`src/rtl/tr_lights_pkg.sv`:
```
// tr_lights_pkg: shared definitions for the multi-phase traffic light controller.
//   - state_e      : controller state codes (GREEN/YELLOW/ALLRED/FLASH)
//   - lamp codes   : per-phase lamp encoding (RED/YELLOW/GREEN/OFF)
//   - PhaseW       : width of the phase index
//   - next_phase() : fixed-time rotation helper
package tr_lights_pkg;

    localparam int unsigned PhaseW = 2;

    typedef enum logic [1:0] {
        StGreen  = 2'b00,
        StYellow = 2'b01,
        StAllred = 2'b10,
        StFlash  = 2'b11
    } state_e;

    typedef logic [1:0] lamp_t;

    localparam lamp_t LampRed    = 2'b00;
    localparam lamp_t LampYellow = 2'b01;
    localparam lamp_t LampGreen  = 2'b10;
    localparam lamp_t LampOff    = 2'b11;

    // (p + 1) mod n
    function automatic logic [PhaseW-1:0] next_phase(input logic [PhaseW-1:0] p,
                                                     input int unsigned       n);
        if (32'(p) + 32'd1 >= n) begin
            return '0;
        end
        return PhaseW'(32'(p) + 32'd1);
    endfunction

endpackage

```
`src/rtl/tr_dwell_timer.sv`:
```
// tr_dwell_timer: prescaler plus dwell counter for one controller state.
// Ports:
//   clk     - clock
//   rst     - asynchronous active-high reset
//   restart - clears prescaler and dwell counter (state entry)
//   limit   - dwell length T in ticks (>= 1)
//   tick    - prescaler is at TICK_DIV-1 this cycle
//   done    - tick on which the dwell counter equals limit-1 (state exit)
module tr_dwell_timer #(
    parameter int unsigned TICK_DIV = 1,
    parameter int unsigned CntW     = 4
) (
    input  logic            clk,
    input  logic            rst,
    input  logic            restart,
    input  logic [CntW-1:0] limit,
    output logic            tick,
    output logic            done
);

    localparam int unsigned PreW = (TICK_DIV > 1) ? $clog2(TICK_DIV) : 1;

    logic [PreW-1:0] r_pre;
    logic [CntW-1:0] r_cnt;

    assign tick = (r_pre == PreW'(TICK_DIV - 1));
    assign done = tick && (r_cnt == (limit - CntW'(1)));

    // restart has priority so the exit tick clears rather than increments
    always_ff @(posedge clk or posedge rst) begin
        if (rst) begin
            r_pre <= '0;
            r_cnt <= '0;
        end else if (restart) begin
            r_pre <= '0;
            r_cnt <= '0;
        end else if (tick) begin
            r_pre <= '0;
            r_cnt <= r_cnt + CntW'(1);
        end else begin
            r_pre <= r_pre + PreW'(1);
        end
    end

endmodule

```
`src/rtl/tr_lights_multi.sv`:
```
// tr_lights_multi: N-phase traffic light controller with night flashing mode.
// Ports:
//   clk     - clock, all state changes on rising edge
//   rst     - asynchronous active-high reset
//   flash   - night flashing request, honoured only at ALLRED exit or in FLASH
//   veh_req - per-phase vehicle demand (used only with TRL_DEMAND_EN)
//   lights  - lamp code of phase i at [2i+1:2i]
//   phase   - phase currently owning right of way
//   state   - controller state code
// Build option: define TRL_DEMAND_EN for demand-actuated phase selection;
// otherwise rotation is fixed-time and veh_req is ignored.
module tr_lights_multi
    import tr_lights_pkg::*;
#(
    parameter int unsigned N_PHASES = 2,
    parameter int unsigned TICK_DIV = 1,
    parameter int unsigned GREEN_T  = 5,
    parameter int unsigned YELLOW_T = 1,
    parameter int unsigned ALLRED_T = 1
) (
    input  logic                  clk,
    input  logic                  rst,
    input  logic                  flash,
    input  logic [N_PHASES-1:0]   veh_req,
    output logic [2*N_PHASES-1:0] lights,
    output logic [1:0]            phase,
    output logic [1:0]            state
);

    localparam int unsigned MaxGy = (GREEN_T > YELLOW_T) ? GREEN_T : YELLOW_T;
    localparam int unsigned MaxT  = (MaxGy > ALLRED_T) ? MaxGy : ALLRED_T;
    localparam int unsigned CntW  = $clog2(MaxT + 1);

    state_e            r_state, w_state_d;
    logic [PhaseW-1:0] r_phase, w_phase_d;
    logic              r_blink, w_blink_d;
    // ALLRED entered from FLASH must hand over to phase 0, not phase+1
    logic              r_recover, w_recover_d;

    logic              w_restart;
    logic              w_enter_green;
    logic              w_tick;
    logic              w_done;
    logic [CntW-1:0]   w_limit;
    logic [PhaseW-1:0] w_next_phase;

    tr_dwell_timer #(
        .TICK_DIV (TICK_DIV),
        .CntW     (CntW)
    ) u_timer (
        .clk     (clk),
        .rst     (rst),
        .restart (w_restart),
        .limit   (w_limit),
        .tick    (w_tick),
        .done    (w_done)
    );

    always_comb begin
        w_limit = CntW'(1);
        unique case (r_state)
            StGreen:  w_limit = CntW'(GREEN_T);
            StYellow: w_limit = CntW'(YELLOW_T);
            StAllred: w_limit = CntW'(ALLRED_T);
            StFlash:  w_limit = CntW'(1);
            default:  w_limit = CntW'(1);
        endcase
    end

`ifdef TRL_DEMAND_EN
    logic [N_PHASES-1:0] r_req;
    logic [N_PHASES-1:0] w_clr;

    // Scan offsets from N down to 1 so the nearest requesting phase wins.
    always_comb begin
        w_next_phase = next_phase(r_phase, N_PHASES);
        for (int k = N_PHASES; k >= 1; k--) begin
            for (int j = 0; j < N_PHASES; j++) begin
                if (r_req[j] && (32'(j) == ((32'(r_phase) + 32'(k)) % N_PHASES))) begin
                    w_next_phase = PhaseW'(j);
                end
            end
        end
    end

    always_comb begin
        w_clr = '0;
        for (int j = 0; j < N_PHASES; j++) begin
            w_clr[j] = w_enter_green && (w_phase_d == PhaseW'(j));
        end
    end

    // A request arriving on the clearing cycle survives
    always_ff @(posedge clk or posedge rst) begin
        if (rst) begin
            r_req <= '0;
        end else begin
            r_req <= (r_req & ~w_clr) | veh_req;
        end
    end
`else
    logic w_unused_veh;
    assign w_unused_veh = ^veh_req;

    always_comb begin
        w_next_phase = next_phase(r_phase, N_PHASES);
    end
`endif

    always_comb begin
        w_state_d     = r_state;
        w_phase_d     = r_phase;
        w_blink_d     = r_blink;
        w_recover_d   = r_recover;
        w_restart     = 1'b0;
        w_enter_green = 1'b0;
        unique case (r_state)
            StGreen: begin
                if (w_done) begin
                    w_state_d = StYellow;
                    w_restart = 1'b1;
                end
            end
            StYellow: begin
                if (w_done) begin
                    w_state_d = StAllred;
                    w_restart = 1'b1;
                end
            end
            StAllred: begin
                if (w_done) begin
                    w_restart   = 1'b1;
                    w_recover_d = 1'b0;
                    if (flash) begin
                        w_state_d = StFlash;
                        w_phase_d = '0;
                        w_blink_d = 1'b1;  // flashing starts with the yellow half
                    end else begin
                        w_state_d     = StGreen;
                        w_phase_d     = r_recover ? '0 : w_next_phase;
                        w_enter_green = 1'b1;
                    end
                end
            end
            StFlash: begin
                // Restart each tick so the dwell counter never runs in FLASH
                if (w_tick) begin
                    w_restart = 1'b1;
                    if (!flash) begin
                        w_state_d   = StAllred;
                        w_phase_d   = '0;
                        w_blink_d   = 1'b0;
                        w_recover_d = 1'b1;
                    end else begin
                        w_blink_d = ~r_blink;
                    end
                end
            end
            default: w_state_d = StGreen;
        endcase
    end

    always_ff @(posedge clk or posedge rst) begin
        if (rst) begin
            r_state   <= StGreen;
            r_phase   <= '0;
            r_blink   <= 1'b0;
            r_recover <= 1'b0;
        end else begin
            r_state   <= w_state_d;
            r_phase   <= w_phase_d;
            r_blink   <= w_blink_d;
            r_recover <= w_recover_d;
        end
    end

    // Lamp decode from registered state only
    always_comb begin
        lights = '0;
        for (int i = 0; i < N_PHASES; i++) begin
            unique case (r_state)
                StGreen: begin
                    if (r_phase == PhaseW'(i)) lights[2*i +: 2] = LampGreen;
                end
                StYellow: begin
                    if (r_phase == PhaseW'(i)) lights[2*i +: 2] = LampYellow;
                end
                StAllred: lights[2*i +: 2] = LampRed;
                StFlash: begin
                    if (!r_blink) begin
                        lights[2*i +: 2] = LampOff;
                    end else if (i == 0) begin
                        lights[2*i +: 2] = LampYellow;
                    end
                end
                default: lights[2*i +: 2] = LampRed;
            endcase
        end
    end

    assign phase = r_phase;
    assign state = r_state;

endmodule

```
`config.mk`:
```
export PLATFORM = sky130hd
export DESIGN_NAME = tr_lights_multi
export DESIGN_NICKNAME = d
export VERILOG_FILES = /design/src/rtl/tr_lights_pkg.sv /design/src/rtl/tr_dwell_timer.sv /design/src/rtl/tr_lights_multi.sv
export SDC_FILE = /design/constraint.sdc
export NUM_CORES = 1
export LEC_CHECK = 0
export CAP_MARGIN = 15
export CORE_AREA = 2 2 39 41
export DETAILED_ROUTE_END_ITERATION = 12
export DIE_AREA = 0 0 41 43
export GPL_TIMING_DRIVEN = 0
export HOLD_SLACK_MARGIN = 0.02
export PLACE_DENSITY = 0.77
export RECOVER_POWER = 25
export SYNTH_ARGS = -nofsm -noshare
export SYNTH_HDL_FRONTEND = slang
export SYNTH_SLANG_ARGS = --single-unit
export TNS_END_PERCENT = 100
```
`constraint.sdc`:
```
create_clock -name clk -period 2.2 [get_ports clk]
set_clock_uncertainty 0.1 [all_clocks]
set_input_delay 0.22 -clock clk [delete_from_list [all_inputs] [get_ports clk]]
set_output_delay 0.22 -clock clk [all_outputs]
set_load 0.01 [all_outputs]
```
# After elaboration in Yosys (flattened, before gate mapping)
# Index checks and enable logic that the tools add are counted.
# word_totals
mem_bits_rw	0
reg_bits	10
out_inout_bits	8
word_cells	75
romBits	0
inputBits	5
n_memories	0
latchBits	0
# op_classes
div	0
bitwise_logic	2
magnitude_cmp	1
eq_ne	12
n_mul	0
n_addsub	4
n_reduce_logical	9
shift	0
mux	41
# ops
operator	n
$mux 2	17
$ge 32x2->1 const B	1
$pmux 2 s4	3
$mux 1	14
$ne 2x1->1 const B	4
$reduce_and 4->1	2
$mux 3	2
$ne 2x2->1 const B	3
$pmux 1 s2	3
$pmux 3 s2	1
$reduce_or 3->1	2
$reduce_and 5->1	1
$eq 2x1->1 const B	2
$eq 2x2->1 const B	2
$logic_not 2->1	2
$pmux 2 s2	1
$add 2x1->3 const B	1
$add 3x1->3 const B	1
$eq 3x3->1	1
$sub 3x1->3 const B	1
$not 1->1	2
$reduce_bool 2->1	1
$add 1x1->1 const B	1
$logic_and 1x1->1	1

# Depth between registers and ports, before layout
# depth
word_depth	9
depth_mapped	5
depth_no_buf	5

# Cells and area by module
# A second synthesis with hierarchy kept.
# hier_totals
hier_cells	70
area_unflattened_um2	631.9
# modules_own_cells
mod	cells_each	area_per_inst_um2	n_inst
tr_lights_multi	52	435.4	1
tr_dwell_timer	18	196.4	1

# Worst setup path after synthesis
# Ideal clock, no wire load.
# synth_path
path_kind	register to register
start	reg u_timer.r_cnt[0]
end	reg r_phase[1] (netlist: phase[1])
stages_incl_launch_ff	6
synth_period_minus_slack_ps	1550
setup_time_ps	128
n_path_buf	0
arrival_time_ps	1322
path_slack_ps	650
cell_sequence	dfrtp_1 -> inv_1 -> ha_1 -> nor2b_2 -> a2bb2oi_2 -> mux2_1
# synth_between
elab_chain_len	4
# synth_lines
item	line_no	text
start, declared	tr_dwell_timer.sv:24	logic [CntW-1:0] r_cnt;
start signal, assigned	tr_dwell_timer.sv:39	r_cnt <= r_cnt + CntW'(1);
$eq 3x3->1	tr_dwell_timer.sv:27	assign done = tick && (r_cnt == (limit - CntW'(1)));
$logic_and 1x1->1	tr_dwell_timer.sv:27	
$ne 2x1->1 (no line)	-	
$reduce_and 4->1 (no line)	-	
end signal, assigned	tr_lights_multi.sv:171	r_phase <= w_phase_d;
end, declared	tr_lights_multi.sv:35	logic [PhaseW-1:0] r_phase, w_phase_d;
# Every way passes these cells.
# A chain may end at the register's enable or synchronous reset.

# Worst setup path after layout
# layout_path
start	reg r_state[1] (netlist: state[1])
end	out lights[1]
# layout_between
elab_chain_len	2
# layout_lines
item	line_no	text
start, declared	tr_lights_multi.sv:34	state_e r_state, w_state_d;
start signal, assigned	tr_lights_multi.sv:165	r_state <= StGreen;
start signal, assigned	tr_lights_multi.sv:170	r_state <= w_state_d;
$eq 2x2->1, or another cell as far along	tr_lights_multi.sv:181	unique case (r_state)
$pmux 2 s4 (*)	tr_lights_multi.sv:181	
end, declared	tr_lights_multi.sv:25	output logic [2*N_PHASES-1:0] lights,
# Every way passes the cells marked *; elsewhere a longest branch is shown, timed or not.

==> qor.txt <==
status = completed
Multi-input gate area = 321.6 µm²
CTS Buffer Depth = 2
syn nets = 69
sw frac = 40.50%
Synth Register Bits = 9
Post-Synthesis Cells = 60
commonest non-fill, non-tap cells in the layout = clkdlybuf4s50_1, dfrtp_1, inv_1
final hold vios = 0
Reg power frac = 26.9%
Slew HR = 77.02%
R2R depth = 5
Avg WL per Cell = 11.99 µm
Power per Cell Area = 1593 nW/µm²
Mapped Area = 589.3 µm²
post-synthesis cell type count = 29
Worst-Margin Slew = 344.3 ps
flip-flop and latch area = 225.2 µm²
DR pass1 iterations = 4
Cells after DPL = 86
critical path data arrival time = 1690 ps
synth warn = 0
leakage power = 0.3347 nW
met2 Use GR = 23.75%
met1 Use GR = 19.93%
CTS buffer count = 3
Die ar. = 1763 µm²
async set-reset flop share out of synthesis = 100.0%
Worst Setup Slack, final = 189.2 ps
TritonCTS clock tree = done
Rows = 14
Hold WC Path Type = input port to asynchronous set/reset pin
postcts setup bufs = 0
final std cells w/o fill = 90
Max Clk Rate = 497.3 MHz
largest area contributor in the netlist = dfrtp_1
RR Startpoint = u_timer.r_cnt[0]$_DFF_PP0_
# diodes = 0
fin crit share = 91.40%
Min Hold Slack = 263.8 ps
Vias = 473
Max-Cap Viols = 0
total wire length = 1079 µm
Synth Flop Type = dfrtp_1
layout cells sized above 1 = 14.86%
post-layout util = 53.16%
crit path kind = flop to primary output
Synth area leaders = dfrtp_1, ha_1, inv_1, nor2b_1, nand2_1
number of setup violations in the final report = 0
Mapped Avg Cell Area = 9.822 µm²
first-pass GRT wire length = 1849 µm
Crit Path Max Fanout = 10
Top Usage Layer GRT = met2
GRT Util Overall = 16.02%
min Tclk post-route = 2011 ps
die width = 41 µm
Die Ht = 43 µm
DRT iter0 DRCs = 7
clock root cell = clkbuf_4
Detail Placement HPWL = 843.9 µm
Post-Route Setup TNS = 0 ps
H-tree depth = 1
Placed Area = 709.4 µm²
core area = 1384 µm²
combinational share of power = 62.4%
GRT Residual Overflow = 0
vias in the first global route = 416
Initial Utilization = 42.59%
residual DRC count = 0
Clock Sinks = 9
reg2reg end = phase[1]$_DFFE_PP0P_
CTS Hold Buffers Added = 0
Clk network pwr share = 10.8%
CP startpoint kind = flop
nets@finish = 84
register area share after synthesis = 38.22%
Int Pwr = 0.6972 mW
GP Congestion = 0.7662
design area = 735.7 µm²
io pins = 13
Fillers = 124
Buffers on Ports = 10
Antenna Nets Post-Route = 0
Psw = 0.4746 mW
routed vias/inst = 5.256
P&R area growth vs syn = 24.84%
Peak VDD IR = 721.1 µV
initial antenna violation count = 0
overall power = 1.172 mW
post-cts repair resize count = 0
r2r setup slk = 520 ps
RSZ-0062 raised after global routing = no
largest net degree at the start of global routing = 11
met3 Usage GRT = 6.806%
Post-synth EDFFs = 0
Worst Path Required = 1880 ps
Final Slew Violations = 0
Place WS = 467.5 ps
Clk Latency, worst-skew pair = 260 ps
Reg clk slew, reported paths = 60 ps
CP Capture Type = primary output
Yosys top cell area share = 38.22%
## power groups by stage
| stage | Clock (mW) | Sequential, mW | Combinational (mW) |
|---|---|---|---|
| 3_5_place_dp | 0 | 0.318 | 0.736 |
| 2_1_floorplan | 0 | 0.321 | 0.479 |
| 4_1_cts | 0.134 | 0.315 | 0.741 |
| 5_1_grt | 0.142 | 0.329 | 0.817 |
| 3_3_place_gp | 0 | 0.313 | 0.719 |
| 6_report | 0.126 | 0.315 | 0.731 |
## worst max-delay path by stage
stage	start	end	slack (ps)	cells after the start
floorplan	u_timer.r_cnt[0]$_DFF_PP0_	phase[1]$_DFFE_PP0P_	650	5
global placement	phase[1]$_DFFE_PP0P_	lights[2]	480	6
detailed placement	phase[1]$_DFFE_PP0P_	lights[2]	470	6
CTS	phase[1]$_DFFE_PP0P_	lights[2]	180	6
global route	state[1]$_DFFE_PP0P_	lights[3]	100	5
finish	state[1]$_DFFE_PP0P_	lights[1]	190	5
## cell families (layout without fill, tap and decap cells)
| family | after synthesis | in the layout | synth area share [%] |
|---|---|---|---|
| XOR/XNOR | 1 | 1 | 1.486 |
| AND/OR/NAND/NOR | 18 | 18 | 18.05 |
| adder cells (fa/ha/maj) | 4 | 4 | 8.493 |
| multiplexers | 4 | 4 | 7.219 |
| flip-flops | 9 | 9 | 38.22 |
| buffers and inverters | 9 | 23 | 7.219 |
| AO/OA/AOI/OAI | 15 | 15 | 19.32 |
## layout make-up
cell class,instances,share of cell area (%)
Sequential cell,9,30.61
Buffer,2,2.211
Inverter,7,3.571
Timing Repair Buffer,10,13.61
Clock buffer,4,3.571
Multi-Input combinational cell,42,43.71
Tap cell,16,2.721
## critical path, stage by stage (launching register included)
cell and delay, ps:
dfrtp_1 410, buf_6 160, nor2_2 160, nand2_1 70, o21ai_0 70, clkdlybuf4s50_1 560
## Yosys cell counts, types with 2 or more instances
library cell  count
dfrtp_1           9
mux2i_1           2
a21oi_1           2
inv_1             7
o21a_1            3
o21ai_0           3
ha_1              4
nand2_1           6
nor2b_1           4
## metal layers
layer	part of all wire (%)	vias up
met1	44	228
met5	0	-
met4	1.3	0
met2	49	11
li1	-	232
met3	5.2	2
## state kept, by name, summed over array words and instances (netlist names)
| register | cells |
|---|---|
| r_blink | 1 |
| state | 2 |
| r_recover | 1 |
| phase | 2 |
| u_timer.r_cnt | 3 |
Power figures use the tool's default switching activity.
